$ cat config.mk
export PLATFORM = sky130hd
export DESIGN_NAME = pc_fetch_unit
export DESIGN_NICKNAME = d
export VERILOG_FILES = /design/src/rtl/pc_fetch_unit.sv
export SDC_FILE = /design/constraint.sdc
export NUM_CORES = 1
export LEC_CHECK = 0
export CORE_MARGIN = 2
export CORE_UTILIZATION = 40
export DETAILED_ROUTE_END_ITERATION = 6
export HOLD_SLACK_MARGIN = 0.02
export PLACE_DENSITY = 0.83
export SLEW_MARGIN = 20
export SYNTH_ARGS = -nofsm -noshare
export SYNTH_HDL_FRONTEND = slang
export SYNTH_SLANG_ARGS = --single-unit
$ cat constraint.sdc
create_clock -name CLK -period 2.65 [get_ports CLK]
set_input_delay 0.6625 -clock CLK [delete_from_list [all_inputs] [get_ports CLK]]
set_output_delay 0.6625 -clock CLK [all_outputs]
set_load 0.05 [all_outputs]
$ cat src/rtl/pc_fetch_unit.sv
// Instruction fetch sequencer: issues one memory read at a time, holds the returned word for
// decode, and follows branch redirects while discarding responses that belong to a stale PC.
module pc_fetch_unit #(
    parameter logic [31:0] RESET_PC = 32'h0000_0000
) (
    input  logic        CLK,
    input  logic        RST_N,
    output logic        IMEM_REQ,
    output logic [31:0] IMEM_ADDR,
    input  logic        IMEM_RVALID,
    input  logic [31:0] IMEM_RDATA,
    output logic        INST_VALID,
    output logic [31:0] INST,
    output logic [31:0] INST_PC,
    input  logic        INST_READY,
    input  logic        REDIRECT,
    input  logic [31:0] NewPC,
    output logic        MISALIGN
);

    localparam logic [2:0] S_IDLE = 3'd0;
    localparam logic [2:0] S_REQ  = 3'd1;
    localparam logic [2:0] S_WAIT = 3'd2;
    localparam logic [2:0] S_HOLD = 3'd3;
    localparam logic [2:0] S_DROP = 3'd4;
    localparam logic [2:0] S_HALT = 3'd5;

    localparam logic [31:0] NOP_INST = 32'h0000_0013;

    logic [2:0]  state_q, state_d;
    logic [31:0] pc_q, pc_d;
    logic [31:0] inst_q, inst_d;
    logic [31:0] inst_pc_q, inst_pc_d;
    logic        misalign_q, misalign_d;

    logic redirect_ok;
    logic redirect_bad;

    assign redirect_ok  = REDIRECT && (NewPC[1:0] == 2'b00);
    assign redirect_bad = REDIRECT && (NewPC[1:0] != 2'b00);

    always_comb begin
        state_d    = state_q;
        pc_d       = pc_q;
        inst_d     = inst_q;
        inst_pc_d  = inst_pc_q;
        misalign_d = misalign_q;

        case (state_q)
            S_IDLE: state_d = S_REQ;

            S_REQ: begin
                if (redirect_bad) begin
                    misalign_d = 1'b1;
                    state_d    = S_HALT;
                end else if (redirect_ok) begin
                    pc_d    = NewPC;
                    state_d = S_DROP;
                end else begin
                    state_d = S_WAIT;
                end
            end

            S_WAIT: begin
                if (redirect_bad) begin
                    misalign_d = 1'b1;
                    state_d    = S_HALT;
                end else if (redirect_ok) begin
                    pc_d    = NewPC;
                    // A response landing in the redirect cycle is already the stale one.
                    state_d = IMEM_RVALID ? S_REQ : S_DROP;
                end else if (IMEM_RVALID) begin
                    inst_d    = IMEM_RDATA;
                    inst_pc_d = pc_q;
                    state_d   = S_HOLD;
                end
            end

            S_HOLD: begin
                if (redirect_bad) begin
                    misalign_d = 1'b1;
                    state_d    = S_HALT;
                end else if (redirect_ok) begin
                    pc_d    = NewPC;
                    state_d = S_REQ;
                end else if (INST_READY) begin
                    pc_d    = pc_q + 32'd4;
                    state_d = S_REQ;
                end
            end

            S_DROP: begin
                if (redirect_bad) begin
                    misalign_d = 1'b1;
                    state_d    = S_HALT;
                end else begin
                    if (redirect_ok) begin
                        pc_d = NewPC;
                    end
                    if (IMEM_RVALID) begin
                        state_d = S_REQ;
                    end
                end
            end

            S_HALT: state_d = S_HALT;

            default: state_d = S_IDLE;
        endcase
    end

    always_ff @(posedge CLK or negedge RST_N) begin
        if (!RST_N) begin
            state_q    <= S_IDLE;
            pc_q       <= RESET_PC;
            inst_q     <= NOP_INST;
            inst_pc_q  <= RESET_PC;
            misalign_q <= 1'b0;
        end else begin
            state_q    <= state_d;
            pc_q       <= pc_d;
            inst_q     <= inst_d;
            inst_pc_q  <= inst_pc_d;
            misalign_q <= misalign_d;
        end
    end

    assign IMEM_REQ   = (state_q == S_REQ);
    assign IMEM_ADDR  = pc_q;
    assign INST_VALID = (state_q == S_HOLD);
    assign INST       = inst_q;
    assign INST_PC    = inst_pc_q;
    assign MISALIGN   = misalign_q;

endmodule

==> results by stage <==
Global route:
- The via count of the first global-routing pass is ~4.2k.
- The initial antenna violation count is 0.
- For this run, the total global-route usage over all layers was measured as a little over a fifth.
- The first global-routing pass estimated 21.3 mm of wire.
- Global routing finished with a remaining overflow of 0.
- Entering global routing, the biggest net connects 57 pins.

Place:
- The count of port buffers added during placement is roughly 170.
- Counting tap cells, the placed design contains a total of around 710 instances.
- The wire-length estimate of the detail-placed layout is between 9 and 10 mm.
- At the end of routability-driven placement, the weighted congestion stood at about 0.86.

Logic synthesis:
- A synthesized cell averages between 10 and 15 sq um.
- Counting flops and latches in the post-synthesis netlist gives 100.
- Counting every net in the synthesized netlist gives 470.
- The share of async-settable or async-resettable flops after synthesis is 100%.
- The combined area of all synthesized cells is between 0.004 and 0.005 sq mm.
- The Yosys step of the flow raised 0 warnings.
- Synthesis produced a netlist whose cell count is 400.
- Synthesis instantiated 52 different standard cells from the library.
- The primary flip-flop cell chosen by synthesis mapping is dfrtp_1.
- Sequential elements use 54.2% of the synthesized area.
- The number of synthesized flops with an enable pin is 0.

Clock network:
- The maximum number of buffers from clock root to sink is 2.
- The number of instances resized during post-cts repair is 0.
- Counting the buffers created by CTS gives 9.
- In this run, post-CTS hold repair placed 0 buffers.
- TritonCTS built the clock tree.
- At the later pin of the worst-skew pair, clock insertion delay measures ~0.35 ns.
- The total setup buffers inserted after CTS is 0.
- The maximum level of the CTS H-tree is 3.
- The CTS clock-pin slew for the worst setup and hold paths is roughly 0.07 ns.
- The count of clock tree sinks is 100.
- The root buffer cell chosen for the clock tree is clkbuf_16.

Critical path:
- Across all register-to-register paths, the minimum setup slack is between 0.4 and 0.5 ns.
- The cell depth of the worst flop-to-flop path is 6.
- STA classifies the critical path startpoint as a flop.
- STA classifies the critical path endpoint as a primary output.
- Data on the critical path is required at its endpoint by 1.99 ns.
- The signal on the critical path passes through clkdlybuf4s50_1.
- The number of gates on the worst path with buffers counted is 1.
- The slowest library cell on the worst path is clkdlybuf4s50_1.
- In this design, the largest share of critical-path delay is due to buffers and inverters.
- The delay of the slowest critical-path stage is roughly 0.88 ns.
- The worst flop-to-flop path endpoint is IMEM_ADDR[28]$_DFFE_PN0P_.
- STA puts the critical path data arrival time at approximately 1.8 ns.
- The top fanout value on the critical path is 10.
- The source of the worst register-to-register timing path is IMEM_ADDR[2]$_DFFE_PN0P_.
- The total buffers and inverters traversed by the critical path is 1.
- The setup path with the least slack is of type flop to primary output.

Drt:
- The routed design has approximately 13 mm of wire.
- Before antenna repair, the detailed router went through 5 iterations.
- The average detailed-routed wire length per instance is around 18 um.
- The total DRC errors in the routed layout is 0.
- Once detail routing completed, the nets flagged for antenna violations numbered 0.
- Across all layers, the routed design uses between 4k and 5k vias.
- Using the TritonRoute via totals, the vias-per-cell ratio works out to 5.65.
- For this block, the initial DRC count from the detailed router was 268.

STA:
- The worst path in the final design needs a cycle of around 2.5 ns, including I/O delays and setup.
- The share of the cycle needed by the critical path after routing is roughly 93%.
- Headroom to the max-slew limit came out at 62.8%.
- Across the routed clock network, the largest skew measured is between 0.004 and 0.005 ns.
- The final hold violation count is 0.
- Setup violations remaining at the end of the flow were counted as 0.
- Timing would allow up to ~400 MHz.
- The max-slew violation count is 0.
- For the pin with the worst max-slew slack, the measured transition is 0.556 ns.
- The total negative slack is 0 ns.
- Hold is met by 0.160 ns.
- Setup repair after global routing left no endpoint under its margin.

Power and ir drop:
- Dividing total power by cell area gives a power density of roughly 1300 mW/mm^2.
- The leakage power is between 3 and 4 nW.
- VDD sags by at most 0.000942 V.

Hold path:
- The path class of the tightest hold or removal check is primary input to asynchronous set/reset pin.

Die:
- The die is approximately 110 um tall.
- Once the floorplan was initialized, standard cells occupied between 40% and 50% of the core.
- The count of pins on the block boundary is between 150 and 200.
- The region available for standard cell placement spans roughly 0.011 sq mm.
- In this run the core area contains 39 standard-cell rows.
- The area of the die is between 0.01 and 0.015 sq mm.
- The die extent in x is 111 um.

Cells and area:
- The filler-free cell count of the finished design is just over 700.
- The top cell types in the final layout, fill and taps aside, are clkdlybuf4s50_1 (164), dfrtp_1 (97), mux2_2 (62), nand2_1 (28), a21oi_1 (27).
- The number of antenna diodes in the final layout is 0.
- The commonest non-fill, non-tap cell in the layout is clkdlybuf4s50_1.
- After the last flow step, the layout net total stands at around 650.
- The layout filler cell count is about 900.
- The post-route netlist has 20.3% of its cells at a drive strength greater than 1.
- The synthesis-to-finish area growth is 49.3%.
- The fraction of the core area covered by cells at the end of the flow is between 60% and 70%.

Run status:
- The run finished with clean final reports.

Flow run:
- The tool flagged a number of max-cap violations equal to 0.
logic make-up (layout without fill, tap and decap cells):
kind of cell               count (synthesis)  in the layout  synth area share [%]
and+or+nand+nor                          109            109                  13.2
DFF                                      100            100                  54.2
AOI/OAI and AO/OA                         99             99                  13.7
muxes                                     62             62                  15.1
buffers and inverters                     28            209                  3.30
adders and majority gates                  1              1                 0.271
xor gates and xnor gates                   1              1                 0.190
state kept, by name, indices dropped and copies added (netlist names):
name	flops
IMEM_ADDR	32
INST	32
INST_PC	32
state_q	3
MISALIGN	1
power breakdown:
| part | switching, mW | total, mW | internal (mW) |
|---|---|---|---|
| Combinational | 2.97 | 4.70 | 1.73 |
| Sequential | 0.588 | 2.67 | 2.08 |
| Clock | 0.565 | 1.47 | 0.905 |
synthesized netlist by cell type (6+ instances only):
master / instances / area (sq um)
o21ai_0: 24 / 120
clkbuf_1: 9 / 33.8
nand4_1: 12 / 75.1
nand3_1: 15 / 75.1
a22oi_1: 6 / 45.0
o311ai_0: 6 / 52.6
a21oi_1: 27 / 135
o22ai_1: 7 / 43.8
and3_1: 7 / 43.8
nor3_1: 7 / 35.0
dfrtp_1: 97 / 2430
nor4_1: 6 / 37.5
buf_2: 10 / 50.1
nor2_1: 12 / 45.0
mux2_2: 62 / 698
nand2_1: 28 / 105
a31oi_1: 6 / 37.5
layout make-up:
cell class | instances | area (sq um) | share of cell area [%]
Inverter | 3 | 11.3 | 0.163
Clock inverter | 3 | 67.6 | 0.979
Multi-Input combinational cell | 272 | 1970 | 28.6
Clock buffer | 13 | 270 | 3.92
Timing Repair Buffer | 190 | 1890 | 27.4
Sequential cell | 100 | 2510 | 36.3
Tap cell | 143 | 179 | 2.59
how the worst max path moves through the flow:
stage	start	endpoint	slack (ns)
6_report	IMEM_ADDR[7]$_DFFE_PN0P_	IMEM_ADDR[7]	0.19
3_3_place_gp	REDIRECT	IMEM_ADDR[2]$_DFFE_PN0P_	0.16
3_5_place_dp	NewPC[0]	IMEM_ADDR[13]$_DFFE_PN0P_	0.05
5_1_grt	IMEM_ADDR[7]$_DFFE_PN0P_	IMEM_ADDR[7]	0.13
4_1_cts	state_q[1]$_DFFE_PN0P_	INST_VALID	0.06
2_1_floorplan	IMEM_ADDR[2]$_DFFE_PN0P_	IMEM_ADDR[28]$_DFFE_PN0P_	0.39
per-stage QoR:
stage	worst slack, ns	instance area, sq um	total power, mW
finish	0.191	6900	8.84
global route	0.129	6900	9.27
CTS	0.0557	6900	8.89
detailed placement	0.0533	6560	7.39
global placement	0.160	6560	7.25
floorplan	0.391	4630	5.66
per-layer routing:
metal  GRT usage [%]  up-vias  wire, um
li1                -     1856         -
met1            26.8     1979      5420
met2            35.8      231      6420
met3            5.33       27      1030
met4            9.47        0       313
met5               0        -         0
Power figures use the tool's default switching activity.
